$ cat src/rtl/imm_extend_stage_if.sv
// Handshake bundle between the IF/ID side and the ID/EX side of the immediate stage.
// The master drives instructions and consumes immediates; the slave is the stage itself.
interface imm_extend_stage_if #(
  parameter int unsigned DATA_W = 64
) ();
  logic              in_valid;
  logic              in_ready;
  logic [31:0]       in_instr;
  logic              flush;
  logic              out_valid;
  logic              out_ready;
  logic [DATA_W-1:0] out_imm;
  logic [2:0]        out_fmt;

  modport master (
    output in_valid, in_instr, flush, out_ready,
    input  in_ready, out_valid, out_imm, out_fmt
  );

  modport slave (
    input  in_valid, in_instr, flush, out_ready,
    output in_ready, out_valid, out_imm, out_fmt
  );
endinterface

$ cat src/rtl/imm_extend_stage.sv
// LEGv8 immediate extraction: decodes the format, extends/scales the immediate and
// registers it into a 2-entry FIFO with valid/ready on both sides plus flush.
module imm_extend_stage #(
  parameter int unsigned DATA_W       = 64,
  parameter int unsigned SHIFT_BRANCH = 1
) (
  input  logic               clk,
  input  logic               reset_n,
  imm_extend_stage_if.slave  bus
);

  localparam logic [2:0] FmtNone = 3'd0;
  localparam logic [2:0] FmtD    = 3'd1;
  localparam logic [2:0] FmtI    = 3'd2;
  localparam logic [2:0] FmtCb   = 3'd3;
  localparam logic [2:0] FmtB    = 3'd4;
  localparam logic [2:0] FmtIw   = 3'd5;

  logic [31:0]       instr;
  logic [DATA_W-1:0] dec_imm;
  logic [2:0]        dec_fmt;

  assign instr = bus.in_instr;

  // Priority decode: B is tested first because its opcode only spans bits 30:26.
  always_comb begin
    dec_imm = '0;
    dec_fmt = FmtNone;
    if (instr[30:26] == 5'b00101) begin
      dec_fmt = FmtB;
      dec_imm = {{(DATA_W-26){instr[25]}}, instr[25:0]};
      if (SHIFT_BRANCH != 0) dec_imm = dec_imm << 2;
    end else if (instr[31:24] inside {8'hB4, 8'hB5, 8'h54}) begin
      dec_fmt = FmtCb;
      dec_imm = {{(DATA_W-19){instr[23]}}, instr[23:5]};
      if (SHIFT_BRANCH != 0) dec_imm = dec_imm << 2;
    end else if (instr[31:24] == 8'hF8) begin
      dec_fmt = FmtD;
      dec_imm = {{(DATA_W-9){instr[20]}}, instr[20:12]};
    end else if (instr[31:22] inside {10'h244, 10'h2C4, 10'h344, 10'h3C4,
                                      10'h248, 10'h2C8, 10'h348}) begin
      dec_fmt = FmtI;
      dec_imm = DATA_W'(instr[21:10]);
    end else if (instr[31:23] inside {9'h1A5, 9'h1E5}) begin
      dec_fmt = FmtIw;
      // Shift in DATA_W context so anything moved past the top is dropped.
      dec_imm = DATA_W'(instr[20:5]) << {instr[22:21], 4'b0000};
    end
  end

  logic [1:0]        count_q, count_d;
  logic [DATA_W-1:0] head_imm_q, head_imm_d, tail_imm_q, tail_imm_d;
  logic [2:0]        head_fmt_q, head_fmt_d, tail_fmt_q, tail_fmt_d;
  logic              push, pop;

  assign bus.in_ready  = ~count_q[1];
  assign bus.out_valid = (count_q != 2'd0);
  assign bus.out_imm   = head_imm_q;
  assign bus.out_fmt   = head_fmt_q;

  assign push = bus.in_valid && bus.in_ready && !bus.flush;
  assign pop  = bus.out_valid && bus.out_ready && !bus.flush;

  // Head register is the output; it is only overwritten by a newer entry, so an
  // emptied buffer keeps showing the last popped value.
  always_comb begin
    count_d    = count_q;
    head_imm_d = head_imm_q;
    head_fmt_d = head_fmt_q;
    tail_imm_d = tail_imm_q;
    tail_fmt_d = tail_fmt_q;
    if (bus.flush) begin
      count_d = 2'd0;
    end else begin
      if (pop && count_q == 2'd2) begin
        head_imm_d = tail_imm_q;
        head_fmt_d = tail_fmt_q;
      end
      if (push) begin
        if (count_q == 2'd0 || pop) begin
          head_imm_d = dec_imm;
          head_fmt_d = dec_fmt;
        end else begin
          tail_imm_d = dec_imm;
          tail_fmt_d = dec_fmt;
        end
      end
      unique case ({push, pop})
        2'b10:   count_d = count_q + 2'd1;
        2'b01:   count_d = count_q - 2'd1;
        default: count_d = count_q;
      endcase
    end
  end

  always_ff @(posedge clk or negedge reset_n) begin
    if (!reset_n) begin
      count_q    <= 2'd0;
      head_imm_q <= '0;
      head_fmt_q <= FmtNone;
      tail_imm_q <= '0;
      tail_fmt_q <= FmtNone;
    end else begin
      count_q    <= count_d;
      head_imm_q <= head_imm_d;
      head_fmt_q <= head_fmt_d;
      tail_imm_q <= tail_imm_d;
      tail_fmt_q <= tail_fmt_d;
    end
  end

endmodule

$ cat src/flat_wrapper.sv
// flat-port wrapper written by rule: the top's interface ports become plain ports
module imm_extend_stage_flat 
#(
  parameter int unsigned DATA_W       = 64,
  parameter int unsigned SHIFT_BRANCH = 1
)
  (clk, reset_n, bus_in_valid, bus_in_instr, bus_flush, bus_out_ready, bus_in_ready, bus_out_valid, bus_out_imm, bus_out_fmt);
  imm_extend_stage_if #(.DATA_W(DATA_W)) bus_i ();
  input  logic clk;
  input  logic reset_n;
  input wire logic [$bits(bus_i.in_valid)-1:0] bus_in_valid;
  input wire logic [$bits(bus_i.in_instr)-1:0] bus_in_instr;
  input wire logic [$bits(bus_i.flush)-1:0] bus_flush;
  input wire logic [$bits(bus_i.out_ready)-1:0] bus_out_ready;
  output wire logic [$bits(bus_i.in_ready)-1:0] bus_in_ready;
  output wire logic [$bits(bus_i.out_valid)-1:0] bus_out_valid;
  output wire logic [$bits(bus_i.out_imm)-1:0] bus_out_imm;
  output wire logic [$bits(bus_i.out_fmt)-1:0] bus_out_fmt;
  assign bus_i.in_valid = bus_in_valid;
  assign bus_i.in_instr = bus_in_instr;
  assign bus_i.flush = bus_flush;
  assign bus_i.out_ready = bus_out_ready;
  assign bus_in_ready = bus_i.in_ready;
  assign bus_out_valid = bus_i.out_valid;
  assign bus_out_imm = bus_i.out_imm;
  assign bus_out_fmt = bus_i.out_fmt;
  imm_extend_stage #(.DATA_W(DATA_W), .SHIFT_BRANCH(SHIFT_BRANCH)) u_core (.clk(clk), .reset_n(reset_n), .bus(bus_i));
endmodule
$ cat config.mk
export PLATFORM = sky130hd
export DESIGN_NAME = imm_extend_stage_flat
export DESIGN_NICKNAME = d
export VERILOG_FILES = /design/src/rtl/imm_extend_stage_if.sv /design/src/rtl/imm_extend_stage.sv /design/src/flat_wrapper.sv
export SDC_FILE = /design/constraint.sdc
export NUM_CORES = 1
export LEC_CHECK = 0
export ABC_AREA = 1
export CORE_MARGIN = 2
export CORE_UTILIZATION = 45
export CTS_CLUSTER_DIAMETER = 60
export DETAILED_ROUTE_END_ITERATION = 8
export PLACE_DENSITY = 0.69
export SLEW_MARGIN = 20
export SYNTH_ARGS = -nofsm -noshare
export SYNTH_HDL_FRONTEND = slang
export SYNTH_SLANG_ARGS = --single-unit
$ cat constraint.sdc
create_clock -name clk -period 1.83 [get_ports clk]
set_input_delay 0.549 -clock clk [delete_from_list [all_inputs] [get_ports clk]]
set_output_delay 0.549 -clock clk [all_outputs]
set_load 0.01 [all_outputs]
==> results.py <==
metrics = {
    "sta": {
        "layout_min_cycle_time_ps": 1790,
        "fin_ws_ps": 37.4,
        "post-route-period-util_pct": 98.0,
        "relSlewSlack_pct": 74.2,
        "tightest_slew_ps": 386,
        "fin_tns_setup_ps": 0,
        "fmax_mhz": 558,
        "setup_viol": 0,
        "rsz0062_at_grt": "yes",
        "drv_slew": 0,
        "fin_worst_skew_ps": 6.41,
        "finalHoldViolations": 0,
    },
    "yosys": {
        "synth_cell_type_count": 26,
        "synth_area_um2": 7820,
        "synth_nets": 1147,
        "ys_seq_area_share_pct": 43.5,
        "yosysWarnings": 0,
        "syn_avg_cell_area_um2": 7.05,
        "syn_inst": 1110,
        "ys_ff_latch": 136,
    },
    "worst_setup_path": {
        "path_buf_inv": 4,
        "critical_path_class": "in -> reg",
        "crit_chain": "dlygate4sd2_1, inv_2, nand2_2, nor2_4, nand2_2, buf_6, nand2_2, nor2_4, bufbuf_16, nand2_1, nand2_1, a21oi_1, a21oi_1",
        "endpoint_kind": "flip-flop",
        "cp_max_fo": 6,
        "critPathSlowestCell": "bufbuf_16",
        "crit_arrival_ps": 2090,
        "critPathTopFamily": "buffers and inverters",
        "required_ps": 2130,
        "crit_path_max_incr_delay_ps": 270,
        "worst_setup_path_start_kind": "input pin",
        "cp_common_cell": "nand2_2",
    },
    "global_route": {
        "grt_pass1_wl_mm": 41.7,
        "grt_max_degree": 56,
        "first_global_vias": 7884,
        "antenna_found_initial": 0,
        "grt-ovfl-total": 0,
        "grt_use_total_pct": 29.3,
    },
    "cts": {
        "h-tree-depth": 4,
        "clk_pin_slew_ps": 60,
        "clkSinkCount": 136,
        "clock-root-buffer": "clkbuf_16",
        "cts_tree": "yes",
        "ctsLongestPathBuffers": 2,
        "numCtsBuffers": 17,
        "clock_latency_ps": 420,
    },
    "layout": {
        "multiInputGateArea_um2": 3760,
        "nets": 1332,
        "drive_gt1_share_pct": 17.9,
        "regArea_um2": 3400,
        "antenna_cells_inserted": 0,
        "area_growth_pct": 40.4,
        "fin_area_um2": 11000,
        "fillers": 1461,
        "final_cells": 1532,
    },
    "placement": {
        "pre_cts_slack_ps": -714,
        "post-place-cells": 1481,
        "dp.final_hpwl_mm": 17.9,
        "port_buffers": 105,
        "gp_congestion": 0.973,
        "placed_cell_area_um2": 9960,
    },
    "routing": {
        "wirelength_mm": 27.6,
        "drt-initial-drc-count": 801,
        "drt-wirelength-per-cell_um": 18.0,
        "via_per_inst": 5.58,
        "detail-route-antenna-nets": 0,
        "dr.pass1.iters": 7,
        "drc_errors": 0,
        "via_count": 8556,
    },
    "floorplanning": {
        "initial_utilization_pct": 45.7,
        "die_w_um": 136,
        "die-area_um2": 18400,
        "io_pins": 106,
        "die_height_um": 136,
        "core_um2": 17100,
        "rows": 48,
    },
    "pwr": {
        "power.leakage_uw": 0.00537,
        "power.density_nw_per_um2": 896,
        "ir_worst_vdd_uv": 653,
    },
    "hold_path": {
        "hp-class": "in -> async",
    },
    "outcome": {
        "status": "completed",
    },
    "flow_run": {
        "drv_cap": 0,
    },
}
[worst register-to-register path: cells and delay by family, from the launching register on]
kind,cells,cell delay (ps)
DFF,1,410
and+or+nand+nor,4,370
buffers and inverters,3,500
AOI/OAI and AO/OA,2,270
[Yosys cell counts, drive strengths merged]
| master | number | area, um^2 |
|---|---|---|
| nand2 | 251 | 955 |
| o21ai | 179 | 896 |
| dfrtp | 136 | 3400 |
| nor2 | 114 | 448 |
| inv | 112 | 423 |
| nand3 | 95 | 498 |
| a21oi | 87 | 435 |
| buf | 40 | 248 |
| clkbuf | 40 | 150 |
| a31oi | 29 | 181 |
| o211ai | 10 | 75.1 |
| or2 | 6 | 37.5 |
| nand4 | 5 | 31.3 |
| a211oi | 4 | 30.0 |
| clkinv | 1 | 3.75 |
| nor3 | 1 | 5.00 |
[cell families after synthesis]
kind of cell	after synthesis	synth area share (%)
buf+inv	193	10.5
compound gates	309	20.7
flops	136	43.5
simple gates	472	25.2
[cell type report]
class / instances / share of cell area (%)
multi-input combinational: 782 / 34.2
sequential: 136 / 31.0
timing repair buffer: 245 / 22.9
clock buffer: 23 / 4.35
inverter: 113 / 3.92
tap: 225 / 2.56
clock inverter: 8 / 1.09
[sequential cells by signal, summed over array words and instances (netlist names)]
| signal | count |
|---|---|
| u_core.bus.out_fmt | 3 |
| u_core.tail_fmt_q | 3 |
| u_core.count_q | 2 |
| u_core.tail_imm_q | 64 |
| u_core.bus.out_imm | 64 |
[path summary, 6_finish.rpt]
kind	startpoint	to	slack, ps	cells past startpoint
min	reset_n	u_core.bus.out_imm[28]	20	1
min in group clk	u_core.tail_imm_q[1]	u_core.tail_imm_q[1]	470	2
max	bus_in_instr[27]	u_core.bus.out_imm[53]	40	13
max in group asynchronous	reset_n	u_core.bus.out_imm[23]	1200	2
max reg2reg	u_core.count_q[0]	u_core.bus.out_imm[29]	160	9
min reg2reg	u_core.tail_imm_q[1]	u_core.tail_imm_q[1]	470	2
[per-stage QoR]
stage                     hold slack (ps)  total power, uW  util [%]
after detailed placement              461             6380      58.2
after floorplan                       253             5210         -
after CTS                            23.4             9780      62.6
after global placement                457             6310      58.2
final                                16.4             9840      64.1
after global routing                 20.4            10300      64.1
[routing by layer]
layer	global-route usage, %	vias to the layer above	wire, um
met5	0	-	0
met4	9.66	0	727
met3	5.11	63	2320
met2	47.0	419	12800
met1	40.3	4055	11800
li1	-	4019	-
[power by group]
group          total, uW  internal [uW]  switching [uW]  leakage (uW)
combinational       2250            989            1260       0.00341
sequential          4040           3690             351       0.00167
clock               3550           2240            1310      0.000289
[placed cells by master, fill, tap and decap left out, types with 4 or more instances in the layout]
cell type	Yosys	final
dlygate4sd2_1	0	76
clkinv_2	0	4
dfrtp_1	136	136
o21ai_2	0	4
nand2_4	0	4
clkdlybuf4s50_1	0	23
nor2_4	2	6
o21ai_1	31	54
nor2_1	110	104
o21ai_0	148	121
buf_6	8	5
nand4_1	5	5
inv_1	106	103
inv_2	5	6
nor2_2	2	4
or2_2	6	6
nand3_1	92	87
nand2_1	246	231
a21oi_1	87	85
buf_12	0	24
nand3_2	2	6
o211ai_1	10	10
a31oi_1	29	29
clkbuf_16	0	22
buf_4	0	101
nand2_2	5	17
[timing repair]
item / 4_1_cts / 5_1_grt
gates resized for setup: 110 / 57
endpoints found under the hold margin: 0 / 0
endpoints found under the setup margin: 194 / 106
buffers inserted: 7 / 3
pin swaps: 8 / 10
cloned: 5 / 5
hold buffers: 0 / 0
No activity file was read; power rests on OpenSTA's default activity.
==> patch 1: new RTL, same flow settings <==
Reset style: synchronous (`reset_n`), changed in one clocked block.
--- a/src/rtl/imm_extend_stage.sv
+++ b/src/rtl/imm_extend_stage.sv
@@ -93,7 +93,7 @@
     end
   end
 
-  always_ff @(posedge clk or negedge reset_n) begin
+  always_ff @(posedge clk) begin
     if (!reset_n) begin
       count_q    <= 2'd0;
       head_imm_q <= '0;
Function: differs if reset_n is asserted again (counterexample within 4 cycles, from zero or initial values and one cycle with reset_n low); with reset_n held inactive, the same outputs for 4 cycles.
==> patch 1 against the unedited design <==
Routed wire length is 2.3% higher. Global-route usage increased by 1.8 points. Highest routed layer unchanged. Final area fell by 0.73%. Count of clock-buffer cells in the layout fell by 3. Area after synthesis hardly changed. Critical path type unchanged. Sequential cell count is the same. Register-to-register slack better by 0.14 ns. Sequential share of layout area is 6.0 points lower. Worst setup slack gained 0.016 ns.
Power is not compared: it rests on default switching activity, and its combinational part moved more than twofold at a synthesized area within 25%.
==> patch 1: results (changes against the unedited design) <==
place:
  dp_hpwl_um: 18800  # +4.8%
  place_inst: 1616  # +9.1%
  place.gp.congestion: 1.06  # +8.6%
hold_path:
  hold_class: "reg -> reg"
detailed_routing:
  wl_per_cell_um: 17.0  # -5.6%
  vias: 9162  # +7.1%
  viasPerCell: 5.52  # -1.2%
setup_path:
  cp-endpoint: "u_core.bus.out_imm[29]"
  rr_endpoint: "u_core.bus.out_imm[43]"
  crit_start: "bus_in_instr[25]"
  reg2reg_from: "u_core.count_q[0]"
  arrival_ns: 2.11  # +0.02 ns
global_route:
  grt_pass1_vias: 8330  # +5.7%
  grt.met2_usage_pct: 49.8  # +2.8 points
  grt_max_degree: 60  # +7.1%
final_layout:
  clock_cell_area_share_pct: 5.84  # +0.40 points
  nonClkBufAreaFrac_pct: 22.8  # about the same
  multi_input_cells: 918  # +17%
synthesis:
  netlist_instances: 1249  # +13%
  synth_area_leaders: "dfxtp_1 (35%), nand2_1 (18%), nand3_1 (13%)"
  synth_fa_ha_area_share_pct: 0.160  # +0.16 points
  synth_compound_area_share_pct: 14.9  # -5.8 points
  yosysUniqueCellTypes: 30  # +15%
outcome:
  status: "complete, no violations"
sta:
  hold_ws_ns: 0.463  # +0.447 ns
patch 1: changes by cell type in the layout (fill, tap and decap cells not counted), sizes merged, moves of 31 or more:
cell   unedited run  this run
dfxtp             0       136
nand4             5        36
nand3            95       198
a21oi            87        18
o21ai           179       137
dfrtp           136         0
nand2           252       380
patch 1: power by group through the flow:
stage | Combinational, mW | Clock (mW) | Sequential (mW)
detailed placement | 1.11 | 0 | 3.20
finish | 1.11 | 3.81 | 3.13
CTS | 1.08 | 3.82 | 3.13
global placement | 1.10 | 0 | 3.20
global route | 1.20 | 3.96 | 3.15
floorplan | 0.479 | 0 | 3.22
patch 1: worst max-delay path, stage by stage:
cell and delay, ns:
dlygate4sd2_1 0.25, inv_2 0.08, nand2_2 0.10, nor2_1 0.06
nand2_2 0.06, nand2_2 0.07, nand2_2 0.08, nand2_2 0.06
nor2_4 0.28, bufbuf_16 0.34, nand3_1 0.06, nand3_1 0.07
nand2_1 0.05
==> patch 2: new RTL, same settings <==
Without the edit above. `SHIFT_BRANCH` is set to 1 in 2 places; all go to 0.
--- a/src/rtl/imm_extend_stage.sv
+++ b/src/rtl/imm_extend_stage.sv
@@ -2,7 +2,7 @@
 // registers it into a 2-entry FIFO with valid/ready on both sides plus flush.
 module imm_extend_stage #(
   parameter int unsigned DATA_W       = 64,
-  parameter int unsigned SHIFT_BRANCH = 1
+  parameter int unsigned SHIFT_BRANCH = 0
 ) (
   input  logic               clk,
   input  logic               reset_n,
--- a/src/flat_wrapper.sv
+++ b/src/flat_wrapper.sv
@@ -2,7 +2,7 @@
 module imm_extend_stage_flat 
 #(
   parameter int unsigned DATA_W       = 64,
-  parameter int unsigned SHIFT_BRANCH = 1
+  parameter int unsigned SHIFT_BRANCH = 0
 )
   (clk, reset_n, bus_in_valid, bus_in_instr, bus_flush, bus_out_ready, bus_in_ready, bus_out_valid, bus_out_imm, bus_out_fmt);
   imm_extend_stage_if #(.DATA_W(DATA_W)) bus_i ();
Formal check against the unedited RTL: not equivalent (a bounded check fails within 4 cycles, from zero or initial values and one cycle with reset_n low).
==> patch 2 against the unedited design <==
Final area increased by 0.40%. Maximum frequency barely moved. Worst setup slack worse by 0.0013 ns. Total power is 29% higher. Routed wire length shrank 0.79%. Synthesized cell count rose by 3.8%. Area after synthesis is 4.5% higher. Sequential cell count did not move.
==> patch 2: results (changes against the unedited design) <==
synthesis:
  yosysUniqueCellTypes: 35  # +35%
  synthesis.nets: 1189  # +3.7%
  synth_area_leaders: "dfrtp_1 (42%), nand2_1 (15%), a21oi_1 (6.7%)"
  yosys-top-cells-count: "nand2_1 (323), dfrtp_1 (136), nor2_1 (122)"
  syn-mean-instance-area_um2: 7.09  # +0.67%
  synth-seq-area-share_pct: 41.7  # -1.9 points
setup_path:
  arrival_ns: 2.11  # +0.02 ns
  r2r_cells: 11  # +2
  reg2reg_from: "u_core.count_q[1]"
  critPathMaxFanout: 9  # +3
  rr_endpoint: "u_core.bus.out_imm[62]"
power_and_ir_drop:
  ir_worst_vdd_mv: 0.826  # +27%
  p_int_mw: 8.23  # +19%
  leakage_nw: 5.23  # -2.7%
place:
  dpl_cell_area_um2: 10200  # +2.4%
  place_inst: 1530  # +3.3%
  dp_hpwl_um: 18500  # +3.1%
global_route:
  grt_pass1_wl_um: 43000  # +3.0%
  grt_max_degree: 67  # +20%
  grt_pass1_vias: 8055  # +2.2%
sta:
  skew_ns: 0.0109  # +0.00446 ns
  hold_ws_ns: 0.481  # +0.464 ns
  worst_pin_slew_ns: 0.410  # +0.0233 ns
detailed_routing:
  wirelength_um: 27400  # -0.79%
  drtIter0Drc: 846  # +5.6%
outcome:
  status: "complete, no violations"
hold_path:
  hold_class: "reg -> reg"
clocking:
  cts-htree-levels: 4  # unchanged
final_layout:
  fin_nets: 1375  # +3.2%
  drive_gt1_share_pct: 21.0  # +3.1 points
  stdcell_count: 1580  # +3.1%
## patch 2: worst max path at each step
stage / from / end / slack [ns] / cells past startpoint
finish: bus_in_instr[30] / u_core.bus.out_imm[63] / 0.04 / 12
global placement: bus_in_instr[28] / u_core.bus.out_imm[15] / -0.63 / 11
detailed placement: bus_in_instr[28] / u_core.bus.out_imm[15] / -0.69 / 11
CTS: bus_in_instr[21] / u_core.bus.out_imm[46] / 0.005 / 9
global route: bus_in_instr[30] / u_core.bus.out_imm[39] / -0.04 / 12
floorplan: bus_flush / u_core.bus.out_imm[62] / 0.08 / 9
## patch 2: cell families after synthesis
kind of cell    Yosys count  share of synthesized area, %
compound gates          261                          18.3
flops                   136                          41.7
simple gates            586                          30.8
buf+inv                 168                          9.14
xor+xnor                  1                         0.107
## patch 2: power by group through the flow
stage | combinational (mW) | sequential [mW] | clock, mW
global route | 5.00 | 4.95 | 3.59
finish | 4.46 | 4.81 | 3.41
CTS | 4.32 | 4.79 | 3.46
floorplan | 2.26 | 4.96 | 0
global placement | 4.55 | 4.81 | 0
detailed placement | 4.64 | 4.84 | 0
## patch 2: critical path: stages
cell           delay (ns)
dlygate4sd2_1        0.28
inv_2                0.11
nor2_1               0.05
nand3_1              0.10
nand2_2              0.11
nand3_2              0.10
nand2_2              0.07
nor2_4               0.23
buf_6                0.20
nand2_1              0.11
nor2_2               0.12
o21ai_2              0.07
## patch 2: through the flow
| step | setup WS [ns] | TNS [ns] |
|---|---|---|
| 2_1_floorplan | 0.0808 | 0 |
| 3_3_place_gp | -0.632 | -68.03 |
| 3_5_place_dp | -0.688 | -72.98 |
| 4_1_cts | 0.00493 | 0 |
| 5_1_grt | -0.0418 | -0.194 |
| 6_report | 0.0360 | 0 |
## patch 2: per-layer routing
layer / vias to the layer above / routed length [um] / GRT usage [%]
li1: 4130 / - / -
met1: 4001 / 12200 / 38.8
met2: 352 / 12500 / 43.3
met3: 75 / 1850 / 5.94
met4: 0 / 878 / 10.6
met5: - / 0 / 0
## patch 2: what timing repair did
item | 4_1_cts | 5_1_grt
hold endpoints to repair | 21 | 0
pin swaps | 14 | 5
gates resized for setup | 97 | 36
gates cloned | 1 | 5
setup buffers | 10 | 1
endpoints found under the setup margin | 198 | 76
hold buffers | 1 | 0
## patch 2: layout make-up
class	count	area, um^2
clock buffers	20	457
inverters	93	365
well taps	229	287
fillers	1667	6880
multi-input cells	849	4120
clock inverters	12	126
repair buffers	241	2260
flip-flops and latches	136	3410
